**src/rtl/li_seq_unit.sv**
```systemverilog
// li_seq_unit: load-immediate sequencer (lane insert/clear, multi-chunk build).
// Ports: clk, rst_n, flush, op_* request, wb_* writeback, err; LI_SEQ_SIGN_EXT_EN adds op_sext.
module li_seq_unit #(
  parameter int DATA_W = 16,
  parameter int IMM_W  = 8,
  parameter int REG_AW = 3,
  localparam int LANES = DATA_W / IMM_W,
  localparam int LW    = (LANES > 1) ? $clog2(LANES) : 1
) (
  input  logic              clk,
  input  logic              rst_n,
  input  logic              flush,
  input  logic              op_valid,
  output logic              op_ready,
  input  logic [1:0]        op_mode,
  input  logic [LW-1:0]     op_lane,
  input  logic [IMM_W-1:0]  op_imm,
  input  logic [REG_AW-1:0] op_rt,
  input  logic [DATA_W-1:0] old_rt,
`ifdef LI_SEQ_SIGN_EXT_EN
  input  logic              op_sext,
`endif
  output logic              wb_valid,
  input  logic              wb_ready,
  output logic [REG_AW-1:0] wb_addr,
  output logic [DATA_W-1:0] wb_data,
  output logic              err
);

  localparam int CW = $clog2(LANES + 1);

  typedef enum logic [1:0] {
    IDLE,
    BUILD,
    WB
  } state_t;

  state_t            state;
  logic              rdy_q;
  logic [DATA_W-1:0] acc;
  logic [CW-1:0]     cnt;
  logic [CW-1:0]     cnt_inc;

  logic sext;
`ifdef LI_SEQ_SIGN_EXT_EN
  assign sext = op_sext;
`else
  assign sext = 1'b0;
`endif

  // Flush must block acceptance in the same cycle it is raised.
  assign op_ready = rdy_q & ~flush;

  logic take;
  assign take = op_valid & op_ready;

  logic is_ins, is_clr, is_start, is_next;
  assign is_ins   = (op_mode == 2'd0);
  assign is_clr   = (op_mode == 2'd1);
  assign is_start = (op_mode == 2'd2);
  assign is_next  = (op_mode == 2'd3);

  logic lane_ok;
  assign lane_ok = int'(op_lane) < LANES;

  logic [IMM_W-1:0] fill;
  assign fill = {IMM_W{sext & op_imm[IMM_W-1]}};

  logic [DATA_W-1:0] ins_val;
  logic [DATA_W-1:0] clr_val;
  logic [DATA_W-1:0] start_val;
  logic [DATA_W-1:0] next_acc;

  always_comb begin
    ins_val   = old_rt;
    clr_val   = '0;
    start_val = '0;
    for (int l = 0; l < LANES; l++) begin
      if (int'(op_lane) == l) begin
        ins_val[l*IMM_W +: IMM_W] = op_imm;
        clr_val[l*IMM_W +: IMM_W] = op_imm;
      end else if (int'(op_lane) < l) begin
        clr_val[l*IMM_W +: IMM_W] = fill;
      end
      start_val[l*IMM_W +: IMM_W] = (l == 0) ? op_imm : fill;
    end
    next_acc = (acc << IMM_W) | DATA_W'(op_imm);
  end

  assign cnt_inc = cnt + 1'b1;

  always_ff @(posedge clk or negedge rst_n) begin
    if (!rst_n) begin
      state    <= IDLE;
      rdy_q    <= 1'b0;
      wb_valid <= 1'b0;
      wb_addr  <= '0;
      wb_data  <= '0;
      err      <= 1'b0;
      acc      <= '0;
      cnt      <= '0;
    end else begin
      err <= 1'b0;
      if (flush) begin
        state    <= IDLE;
        rdy_q    <= 1'b1;
        wb_valid <= 1'b0;
        acc      <= '0;
        cnt      <= '0;
      end else begin
        unique case (state)
          IDLE: begin
            rdy_q <= 1'b1;
            if (take) begin
              unique case (1'b1)
                is_ins, is_clr: begin
                  if (!lane_ok) begin
                    err <= 1'b1;
                  end else begin
                    wb_data  <= is_ins ? ins_val : clr_val;
                    wb_addr  <= op_rt;
                    wb_valid <= 1'b1;
                    rdy_q    <= 1'b0;
                    state    <= WB;
                  end
                end
                is_start: begin
                  wb_addr <= op_rt;
                  if (LANES == 1) begin
                    wb_data  <= start_val;
                    wb_valid <= 1'b1;
                    rdy_q    <= 1'b0;
                    state    <= WB;
                    acc      <= '0;
                    cnt      <= '0;
                  end else begin
                    acc   <= start_val;
                    cnt   <= CW'(1);
                    state <= BUILD;
                  end
                end
                is_next: begin
                  err <= 1'b1;
                  acc <= '0;
                  cnt <= '0;
                end
                default: ;
              endcase
            end
          end
          BUILD: begin
            rdy_q <= 1'b1;
            if (take) begin
              if (is_next) begin
                if (cnt_inc == CW'(LANES)) begin
                  wb_data  <= next_acc;
                  wb_valid <= 1'b1;
                  rdy_q    <= 1'b0;
                  state    <= WB;
                  acc      <= '0;
                  cnt      <= '0;
                end else begin
                  acc <= next_acc;
                  cnt <= cnt_inc;
                end
              end else begin
                err   <= 1'b1;
                acc   <= '0;
                cnt   <= '0;
                state <= IDLE;
              end
            end
          end
          WB: begin
            if (wb_ready) begin
              wb_valid <= 1'b0;
              rdy_q    <= 1'b1;
              state    <= IDLE;
            end else begin
              rdy_q <= 1'b0;
            end
          end
          default: begin
            state <= IDLE;
            rdy_q <= 1'b1;
          end
        endcase
      end
    end
  end

endmodule

```
**config.mk**
```make
export PLATFORM = sky130hd
export DESIGN_NAME = li_seq_unit
export DESIGN_NICKNAME = d
export VERILOG_FILES = /design/src/rtl/li_seq_unit.sv
export SDC_FILE = /design/constraint.sdc
export NUM_CORES = 1
export LEC_CHECK = 0
export ABC_AREA = 1
export BUFFER_PORTS_ARGS = -buffer_cell sky130_fd_sc_hd__buf_2
export CORE_MARGIN = 4
export CORE_UTILIZATION = 51
export CTS_CLUSTER_SIZE = 12
export DETAILED_ROUTE_END_ITERATION = 8
export PLACE_DENSITY_LB_ADDON = 0.2
export SYNTH_ARGS = -nofsm -noshare
export SYNTH_HDL_FRONTEND = slang
export SYNTH_SLANG_ARGS = --single-unit
```
**constraint.sdc**
```tcl
create_clock -name clk -period 1.9 [get_ports clk]
set_input_delay 0.095 -clock clk [delete_from_list [all_inputs] [get_ports clk]]
set_output_delay 0.095 -clock clk [all_outputs]
set_load 0.01 [all_outputs]
```
# Yosys cells after proc, flatten, opt, wreduce, memory -nomap -nowiden
# Cells that the tools add are included.
# W data, S select, Z words.
[totals] regBits=34 inputBits=35 output_inout_bits=22 elab_cells=100
[op_classes] addsub=1 n_eq_ne=20 mux=55 bitwise_logic=4 reduce_logical=12
[op_table] cell="$mux W16" n=6
[op_table] cell="$mux W8" n=9
[op_table] cell="$pmux W16 S2" n=1
[op_table] cell="$pmux W8 S2" n=2
[op_table] cell="$mux W2" n=11
[op_table] cell="$mux W1" n=19
[op_table] cell="$or A16 B8 Y16" n=1
[op_table] cell="$ne A3 B3 Y1 const B" n=5
[op_table] cell="$reduce_and A7 Y1" n=2
[op_table] cell="$pmux W2 S2" n=3
[op_table] cell="$eq A2 B2 Y1 const B" n=4
[op_table] cell="$ne A2 B2 Y1 const B" n=4
[op_table] cell="$ne A4 B4 Y1 const B" n=2
[op_table] cell="$reduce_and A4 Y1" n=2
[op_table] cell="$pmux W1 S3" n=2
[op_table] cell="$pmux W2 S3" n=1
[op_table] cell="$reduce_and A5 Y1" n=1
[op_table] cell="$eq A2 B1 Y1 const B" n=2
[op_table] cell="$logic_not A2 Y1" n=2
[op_table] cell="$ne A4 B3 Y1 const B" n=1
[op_table] cell="$reduce_bool A4 Y1" n=1
[op_table] cell="$ne A3 B2 Y1 const B" n=1
[op_table] cell="$reduce_bool A3 Y1" n=1
[op_table] cell="$reduce_or A3 Y1" n=1
[op_table] cell="7 further kinds" n=8

# Longest topological paths before layout
# Gate-level depths: netlist of run 1.
[depth] ltp_word=7 mapped_depth=12 depth_no_buf=10

# Worst setup path before layout of run 1
# Ideal clock, no wire load.
[synth_path] path_type="register -> register" from="reg state[0]" to="reg wb_data[0]" setup_time_ns=0.116 t_arrival_ns=1.570 required_time_ns=1.784 path_slack_ns=0.213 path_stages_with_launch=12 n_path_buf=2 period_less_slack_ns=1.687 path_cell_list="dfrtp_1 -> inv_1 -> nor2_1 -> buf_2 -> ha_1 -> inv_1 -> nand2_2 -> nor2_4 -> nand3_4 -> buf_2 -> nand2_1 -> nand2_1"
[synth_via] elab_chain_len=3 elab_cells_between_ends=10 cone_classes="6 x eq/ne; 1 x mux; 3 x reduce/logical"
[synth_rtl] item="from (decl)" line_no="38" rtl="state_t state;"
[synth_rtl] item="from (signal assigned)" line_no="94" rtl="state <= IDLE;"
[synth_rtl] item="from (signal assigned)" line_no="105" rtl="state <= IDLE;"
[synth_rtl] item="from (signal assigned)" line_no="124" rtl="state <= WB;"
[synth_rtl] item="$eq A2 B1 Y1 or $logic_not A2 Y1 (tied branches)" line_no="111" rtl="unique case (state)"
[synth_rtl] item="$ne A2 B2 Y1 (no source line) (tied with other cells)"
[synth_rtl] item="$reduce_and A7 Y1 (no source line)"
[synth_rtl] item="to (signal assigned)" line_no="120" rtl="wb_data <= is_ins ? ins_val : clr_val;"
[synth_rtl] item="to (signal assigned)" line_no="130" rtl="wb_data <= start_val;"
[synth_rtl] item="to (signal assigned)" line_no="156" rtl="wb_data <= next_acc;"
[synth_rtl] item="to (decl)" line_no="26" rtl="output logic [DATA_W-1:0] wb_data,"
# Several ways; a longest one is shown, not always the timed one.
# A chain may end at the register's enable or synchronous reset.

# Final worst setup path of run 1
[layout_path] from="reg state[0]" to="reg wb_data[3]"
# Same word-level chain as after synthesis.

==> impl_results.md, run 1 <==
* Via count of the first global-routing pass at 1827
* I/O Buffers at 56
* Leak Pwr at 1.32 nW
* Yosys warns at 0
* Fill cells at 352
* Post-synth EDFFs at 0
* Pwr Density at 1070 nW/um^2
* Hold path startpoint: op_rt[2]
* Max Root-Sink Buffers at 2
* Post-layout min period at between 1.5 and 2 ns
* Largest cells by area after synthesis: dfrtp_1, nand2_1, nand3_1, nor2_1, inv_1
* Syn avg cell area at a little over 7 sq um
* Post-Synthesis Cells at approximately 270
* Total negative slack at 0 ns
* Count leader, synth: nand2_1
* Post-synthesis sequential area ratio at 44.1%
* Area Growth Syn to Fin at 20.9%
* Pre-antenna DRT Iters at 4
* Tightest Pin Transition at 0.757 ns
* Resize count post-CTS at 0
* Starting DRC count in detailed routing at around 130
* Synthesized area at between 1500 and 2000 sq um
* H-tree depth at 2
* WL/cell at about 13 um
* Placed Area at 2230 sq um
* Die area at 4830 sq um
* Synth top area share at between 40% and 50%
* Final Hold Viols at 0
* Core area at ~3700 sq um
* Synthesized flop and latch total at 34
* Top Ports at 57
* Initial antenna violation count at 0
* Num rows at 22
* Synth cell count leaders: nand2_1, dfrtp_1, nor2_1
* Residual DRC count at 0
* Max Fclk at roughly 590 MHz
* Maximum Capacitance Violations at 0
* Crit path capture type: flop
* Crit Reg-Reg Startpoint: state[0]
* Top FF cell, synth: dfrtp_1
* Clk pin slew, worst setup/hold paths at 0.07 ns
* RSZ-0062 raised after global routing: no
* # diodes at 0
* Critical Path RT at 2.13 ns
* Final period util at between 80% and 90%
* Initial Util at 52.7%
* Overflow after GRT at 0
* R2R setup slack at approximately 0.20 ns
* Peak supply drop at 0.531 mV
* Layout cells sized above 1 at 24.3%
* Tot GR Track Use at a little over a fifth
* CTS tree: done
* Final Max Slew Viols at 0
* Hold Path Class: in2reg
* Largest net degree at the start of global routing at 35
* WHS Endpoint: wb_addr[2]
* Hold Path Cell Cnt at 3
* Post-CTS Setup Bufs at 0
* Rel. slew slack at between 40% and 50%
* Syn_nets at about 310
* Clock Skew at around 0.009 ns
* Routability congestion estimate at 0.920
* Crit-path max FO at 17
* Synth cell types at 23
* Routed vias at approximately 1900
* Critical path startpoint category: flop
* Total clock sinks at 34
* WS Path Type: reg2reg
* DP HPWL at 3.52 mm
* Synth async-reset ratio at 100%
* Dominant cell type by area after synthesis: dfrtp_1
* Arrival time worst endpoint at 1.93 ns
* R2R depth at 10
* Final Cell Area at ~2300 sq um
* Setup violations, final at 0
* Die Height at between 60 and 70 um
* Critical R2R Capture: wb_data[3]
* Via/cell ratio at just under 5
* Number of routed nets with antenna violations at 0
* Die W at between 60 and 70 um
* First-pass GRT wire length at around 8.3 mm
* Worst skew pair latency at 0.29 ns
* CTS buffer count at 5
* Nets@finish at between 300 and 400
* CTS Root Cell: clkbuf_8
* Status: complete, no violations
* Total wire length at ~4.8 mm
## cells in the final DEF, fill, tap and decap left out, types with 2 or more instances in the layout
cell type	netlist	final
a21oi_1	7	7
buf_2	4	56
buf_4	1	3
clkbuf_8	0	6
dfrtp_1	34	34
ha_1	2	2
inv_1	16	16
inv_2	2	2
nand2_1	121	121
nand2_2	5	5
nand3_1	23	23
nand3_2	2	2
nor2_1	26	26
nor2_2	2	2
nor3_1	3	3
o21ai_0	11	11
o21ai_1	6	6
## kinds of logic after synthesis
group,count (synthesis),share of synthesized area (%)
AND/OR/NAND/NOR,186,41.0
flip-flops,34,44.1
buffers and inverters,27,7.00
adder cells (fa/ha/maj),2,1.30
AO/OA/AOI/OAI,25,6.61
## through the flow
stage	instances	utilization [%]	hold WS, ns	power (mW)	setup slack, ns
floorplan	274	-	-0.201	1.62	0.213
detailed placement	373	61.0	0.209	1.96	0.192
global route	382	63.7	0.0612	2.69	0.0169
CTS	382	63.7	0.0442	2.53	0.188
global placement	373	61.0	0.205	1.94	0.237
finish	382	63.7	0.0537	2.50	0.196
## final cells by class
cell class | count | area (sq um) | area share [%]
multi-input cells | 213 | 945 | 40.5
flip-flops and latches | 34 | 851 | 36.5
repair buffers | 60 | 313 | 13.4
clock buffers | 7 | 86.3 | 3.70
inverters | 19 | 73.8 | 3.16
well taps | 48 | 60.1 | 2.57
clock inverters | 1 | 5.00 | 0.214
## worst max-delay path: stages (launching register included)
cell     delay [ns]
dfrtp_1        0.43
inv_1          0.16
nor2_1         0.08
ha_1           0.20
inv_1          0.06
nand2_2        0.06
nor2_4         0.10
nand3_4        0.19
inv_4          0.22
nand2_1        0.08
nand2_1        0.06
## where the power goes
group          total [mW]  switching [mW]  internal, mW
registers            1.09           0.131         0.959
clock network       0.554           0.261         0.292
logic               0.855           0.519         0.336
total                2.50           0.912          1.59
## registers in the layout, summed over array words and instances (netlist names)
register	cells
wb_data	16
acc	8
wb_addr	3
cnt	2
state	2
err	1
rdy_q	1
wb_valid	1
## worst max path at each step
stage,endpoint,slack (ns),from,cells after the start
final,wb_data[3],0.20,state[0],10
after global routing,wb_data[12],0.02,state[0],10
after CTS,wb_data[3],0.19,state[0],10
after detailed placement,wb_data[3],0.19,state[0],10
after global placement,wb_data[9],0.24,state[0],10
after floorplan,wb_data[0],0.21,state[0],11
## timing repair
item                                    4_1_cts  5_1_grt
endpoints found under the setup margin        0        0
hold buffers                                  1        0
hold endpoints to repair                     34        0
## routing by layer
| metal | vias to the layer above | routed length [um] | GRT usage (%) |
|---|---|---|---|
| li1 | 978 | - | - |
| met1 | 853 | 2150 | 27.9 |
| met3 | 7 | 280 | 5.65 |
| met5 | - | 0 | 0 |
| met2 | 56 | 2260 | 34.1 |
| met4 | 0 | 95 | 8.03 |
No activity file was read; power rests on OpenSTA's default activity.
==> run 2: changes to the inputs <==
ABC_AREA = not set   (was 1)
CORE_UTILIZATION = 50   (was 51)
==> impl_results.md, run 2 <==
* CTS Root Cell: clkbuf_4 (was clkbuf_8)
* Final Cell Area at 2350 sq um (was 2330 sq um)
* Die W at 68.3 um (was 69.5 um)
* Most common cell after layout, fill and taps aside: buf_2 (was nand2_1)
* Crit Reg-Reg Startpoint: state[0] (unchanged)
* CTS buffer count at 5 (unchanged)
* Leak Pwr at 1.10 nW (was 1.32 nW)
* Setup violations, final at 0 (unchanged)
* Via count of the first global-routing pass at 1574 (was 1827)
* Post-synthesis sequential area ratio at 46.8% (was 44.1%)
* Register with the most flip-flops: wb_data (unchanged)
* Via/cell ratio at 5.60 (was 4.96)
* Clk pin slew, worst setup/hold paths at 0.10 ns (was 0.07 ns)
* R2R depth at 6 (was 10)
* Post-synth EDFFs at 0 (unchanged)
* Max Fclk at 549 MHz (was 587 MHz)
* Synth cell count leaders: dfrtp_1, nand2_1, nor2_1 (was nand2_1, dfrtp_1, nor2_1)
* Critical Path Source: state[0] (unchanged)
* Worst hold slack at 0.0150 ns (was 0.0537 ns)
* # diodes at 0 (unchanged)
* Nets@finish at 287 (was 370)
* DP HPWL at 3.20 mm (was 3.52 mm)
* Clock Skew at 0.0133 ns (was 0.00898 ns)
* Layout cells sized above 1 at 38.2% (was 24.3%)
* Top Registers: wb_data (16), acc (8), wb_addr (3) (unchanged)
* Final Non-Filler Cells at 297 (was 382)
* Tot GR Track Use at 21.3% (was 21.4%)
* Overflow after GRT at 0 (unchanged)
* H-tree depth at 2 (unchanged)
* Max FFs per register at 16 (unchanged)
* Core area at 3420 sq um (was 3660 sq um)
* Critical Path RT at 2.13 ns (about the same)
* Dominant cell type by area after synthesis: dfrtp_1 (unchanged)
* Placed Area at 2190 sq um (was 2230 sq um)
* Top FF cell, synth: dfrtp_1 (unchanged)
* Starting DRC count in detailed routing at 95 (was 125)
* WS Path Type: reg2reg (unchanged)
* Synthesized flop and latch total at 34 (unchanged)
* Fill cells at 282 (was 352)
* Placed Cells at 280 (was 373)
* Rel. slew slack at 50.4% (was 49.5%)
* Final Total Pwr at 1.91 mW (was 2.50 mW)
* Syn_nets at 217 (was 311)
* WL/cell at 15.6 um (was 12.5 um)
* First-pass GRT wire length at 7.43 mm (was 8.34 mm)
* Synth async-reset ratio at 100% (unchanged)
* Die area at 4660 sq um (was 4830 sq um)
* Routability congestion estimate at 0.828 (was 0.920)
* Maximum Capacitance Violations at 0 (unchanged)
* Largest cells by area after synthesis: dfrtp_1, mux2_2, nand2_1, a22o_1, nor4b_1 (was dfrtp_1, nand2_1, nand3_1, nor2_1, inv_1)
* Num rows at 21 (was 22)
* RSZ-0062 raised after global routing: no (unchanged)
* Commonest non-fill, non-tap cells in the layout: buf_2, dfrtp_1, nand2_1 (was nand2_1, buf_2, dfrtp_1)
* Die Height at 68.3 um (was 69.5 um)
* Crit-path max FO at 11 (was 17)
* Peak supply drop at 0.605 mV (was 0.531 mV)
* Crit path capture type: flop (unchanged)
* Arrival time worst endpoint at 2.05 ns (was 1.93 ns)
* Final Util at 68.9% (was 63.7%)
* Count leader, synth: dfrtp_1 (was nand2_1)
* Critical R2R Capture: wb_data[10] (was wb_data[3])
* Pwr Density at 814 nW/um^2 (was 1070 nW/um^2)
* Status: complete, no violations (unchanged)
* Final period util at 95.8% (was 89.7%)
* Initial Util at 53.2% (was 52.7%)
* Final Hold Viols at 0 (unchanged)
* Synthesized area at 1820 sq um (was 1930 sq um)
* I/O Buffers at 56 (unchanged)
* Post-Synthesis Cells at 180 (was 274)
* Syn avg cell area at 10.1 sq um (was 7.05 sq um)
* Crit path to: wb_data[10] (was wb_data[3])
* Yosys warns at 0 (unchanged)
* Synth top area share at 46.8% (was 44.1%)
* Routed vias at 1663 (was 1894)
* CTS tree: done (unchanged)
* Post-layout min period at 1.82 ns (was 1.70 ns)
* Pre-antenna DRT Iters at 4 (unchanged)
* Largest net degree at the start of global routing at 35 (unchanged)
* Hold Path Class: in2reg (unchanged)
* Area Growth Syn to Fin at 29.5% (was 20.9%)
* Multi-input combinational cell area at 910 sq um (was 945 sq um)
* Worst skew pair latency at 0.34 ns (was 0.29 ns)
* Final Max Slew Viols at 0 (unchanged)
* Initial antenna violation count at 0 (unchanged)
* Number of routed nets with antenna violations at 0 (unchanged)
* Register Area at 851 sq um (unchanged)
* Residual DRC count at 0 (unchanged)
* Synth cell types at 38 (was 23)
* Max Root-Sink Buffers at 2 (unchanged)
* Critical path startpoint category: flop (unchanged)
* R2R setup slack at 0.08 ns (was 0.20 ns)
* Tightest Pin Transition at 0.744 ns (was 0.757 ns)
* Top Ports at 57 (unchanged)
* Total clock sinks at 34 (unchanged)
* Total wire length at 4.63 mm (was 4.79 mm)
-- run 2: stage by stage --
step                      setup slack [ns]  setup TNS (ns)
after floorplan                     -0.189           -1.13
after global placement               0.134               0
after detailed placement            0.0698               0
after CTS                           0.0567               0
after global routing               0.00932               0
final                               0.0801               0
-- run 2: timing repair --
item                                    CTS  global route
buffers inserted                          0             3
endpoints found under the setup margin    0             4
hold endpoints to repair                 37             1
hold buffers                              4             1
resized for setup                         0             0
-- run 2: where the power goes --
part | switching (mW) | internal (mW)
Sequential | 0.0691 | 0.853
Clock | 0.246 | 0.179
Combinational | 0.285 | 0.281
Total | 0.600 | 1.31
-- run 2: metal layers --
metal	part of all wire (%)	track usage (%)
met5	0	0
met4	0.74	4.71
met1	44	29.6
met3	6.1	5.75
met2	49	33.1
-- run 2: final cells by class --
cell class / instances / area share [%]
Multi-Input combinational cell: 132 / 38.7
Inverter: 3 / 0.691
Clock inverter: 1 / 0.213
Timing Repair Buffer: 74 / 19.5
Clock buffer: 7 / 2.34
Sequential cell: 34 / 36.2
Tap cell: 46 / 2.45
-- run 2: kinds of logic after synthesis --
group	Yosys count	share of synthesized area, %
mux	11	7.65
fa+ha+maj	2	1.38
simple gates	73	22.1
buf+inv	14	4.20
flops	34	46.8
compound gates	46	17.8
-- run 2: how the worst min path moves through the flow --
stage	cells past startpoint	endpoint	slack [ns]	from
floorplan	0	acc[0]	-0.20	rst_n
global placement	1	acc[3]	0.21	rst_n
detailed placement	1	acc[3]	0.21	rst_n
CTS	3	wb_data[5]	0.004	old_rt[5]
global route	2	acc[2]	0.01	op_imm[2]
finish	3	wb_data[0]	0.01	old_rt[0]
-- run 2: worst max-delay path, stage by stage, from the launching register on --
cell	delay (ns)
dfrtp_1	0.42
nand2b_4	0.12
clkinv_4	0.06
ha_4	0.16
a2111oi_4	0.42
buf_12	0.20
mux2_2	0.33
==> run 3: changes to the inputs <==
CORE_UTILIZATION = 54   (was 50)
clock period = 2.2 ns   (was 1.9 ns; I/O delays follow)
==> impl_results.md, run 3 (synthesis results as in run 2) <==
* Final Non-Filler Cells at 283 (was 297)
* Post-CTS Setup Bufs at 0 (unchanged)
* Crit-path max FO at 24 (was 11)
* Max Root-Sink Buffers at 2 (unchanged)
* Clk pin slew, worst setup/hold paths at 0.09 ns (was 0.10 ns)
* Peak supply drop at 0.550 mV (was 0.605 mV)
* Resize count post-CTS at 0 (unchanged)
* Die Height at 66 um (was 68.3 um)
* Arrival time worst endpoint at 2.18 ns (was 2.05 ns)
* # diodes at 0 (unchanged)
* Critical Path RT at 2.41 ns (was 2.13 ns)
* Routed vias at 1597 (was 1663)
* Final Total Pwr at 1.61 mW (was 1.91 mW)
* Final Hold Viols at 0 (unchanged)
* Rel. slew slack at 50.6% (was 50.4%)
* Tightest Pin Transition at 0.741 ns (was 0.744 ns)
* Setup violations, final at 0 (unchanged)
* Max Fclk at 507 MHz (was 549 MHz)
* CTS tree: done (unchanged)
* Number of routed nets with antenna violations at 0 (unchanged)
* Die W at 66 um (was 68.3 um)
* RSZ-0062 raised after global routing: no (unchanged)
* First-pass GRT wire length at 6.96 mm (was 7.43 mm)
* Hold Path Class: in2reg (unchanged)
* Crit path capture type: flop (unchanged)
* Starting DRC count in detailed routing at 94 (was 95)
* Critical path startpoint category: flop (unchanged)
* Total negative slack at 0 ns (unchanged)
* Initial Util at 58.1% (was 53.2%)
* CTS Root Cell: clkbuf_4 (unchanged)
* Fill cells at 249 (was 282)
* Total clock sinks at 34 (unchanged)
* Via count of the first global-routing pass at 1500 (was 1574)
* Residual DRC count at 0 (unchanged)
* Initial antenna violation count at 0 (unchanged)
* Nets@finish at 275 (was 287)
* Post-layout min period at 1.97 ns (was 1.82 ns)
* Pre-antenna DRT Iters at 4 (unchanged)
* DP HPWL at 3.28 mm (was 3.20 mm)
* WS Path Type: reg2reg (unchanged)
* Status: complete, no violations (unchanged)
* Via/cell ratio at 5.64 (was 5.60)
* Final Max Slew Viols at 0 (unchanged)
* Placed Cells at 274 (was 280)
* Overflow after GRT at 0 (unchanged)
* Most common cell after layout, fill and taps aside: buf_2 (unchanged)
* Clock Skew at 0.0155 ns (was 0.0133 ns)
* Commonest non-fill, non-tap cells in the layout: buf_2, dfrtp_1, nand2_1 (unchanged)
* Largest net degree at the start of global routing at 35 (unchanged)
* Total wire length at 4.36 mm (was 4.63 mm)
* Routability congestion estimate at 0.968 (was 0.828)
* Max FFs per register at 16 (unchanged)
* Pwr Density at 730 nW/um^2 (was 814 nW/um^2)
* CTS buffer count at 5 (unchanged)
* Multi-input combinational cell area at 897 sq um (was 910 sq um)
* Register with the most flip-flops: wb_data (unchanged)
* Maximum Capacitance Violations at 0 (unchanged)
* Top Ports at 57 (unchanged)
* Worst skew pair latency at 0.33 ns (was 0.34 ns)
* Worst hold slack at 0.0180 ns (was 0.0150 ns)
* Layout cells sized above 1 at 36.4% (was 38.2%)
* Core area at 3130 sq um (was 3420 sq um)
* Final period util at 89.6% (was 95.8%)
* Register Area at 851 sq um (unchanged)
* WL/cell at 15.4 um (was 15.6 um)
* Hold buffer count at cts at 1 (was 4)
* Top Registers: wb_data (16), acc (8), wb_addr (3) (unchanged)
* Area Growth Syn to Fin at 21.3% (was 29.5%)
* Die area at 4360 sq um (was 4660 sq um)
* H-tree depth at 2 (unchanged)
* I/O Buffers at 56 (unchanged)
* Num rows at 20 (was 21)
* Tot GR Track Use at 21.1% (was 21.3%)
* Leak Pwr at 1.03 nW (was 1.10 nW)
## run 3: per-stage QoR
step                utilization [%]  setup WS, ns  instance area [sq um]
CTS                            70.4         0.226                   2200
floorplan                         -       0.00185                   1830
finish                         70.4         0.229                   2200
global route                   70.4         0.146                   2200
detailed placement             68.2         0.209                   2130
global placement               68.2         0.315                   2130
## run 3: critical path: stages (launching register included)
cell and delay (ns):
dfrtp_1 0.41, nand2b_4 0.11, clkinv_2 0.07, ha_1 0.24, a2111oi_4 0.33, buf_4 0.34
mux2_2 0.37
## run 3: layer usage
layer | wire length, um | GRT usage (%) | vias to the layer above
li1 | - | - | 775
met1 | 1980 | 27.9 | 750
met2 | 1980 | 33.4 | 65
met3 | 339 | 6.46 | 7
met4 | 61 | 6.09 | 0
met5 | 0 | 0 | -
## run 3: worst paths after layout
kind	slack, ns	startpoint	cells after the start	endpoint
hold reg to reg	0.51	wb_addr[1]	1	wb_addr[1]
min in group asynchronous	0.37	rst_n	2	wb_data[3]
hold / removal	0.02	op_rt[2]	2	wb_addr[2]
setup / recovery	0.23	state[0]	6	wb_data[8]
max in group asynchronous	1.35	rst_n	2	state[0]
setup reg to reg	0.23	state[0]	6	wb_data[8]
## run 3: area by class of cell
class	count	share of cell area (%)
Inverter	3	0.568
Clock buffer	7	2.50
Multi-Input combinational cell	132	40.7
Clock inverter	1	0.227
Timing Repair Buffer	62	14.9
Tap cell	44	2.50
Sequential cell	34	38.6
## run 3: power by group
group / switching [mW] / internal (mW) / total, mW
Clock: 0.194 / 0.155 / 0.349
Combinational: 0.242 / 0.224 / 0.466
Sequential: 0.0571 / 0.737 / 0.794
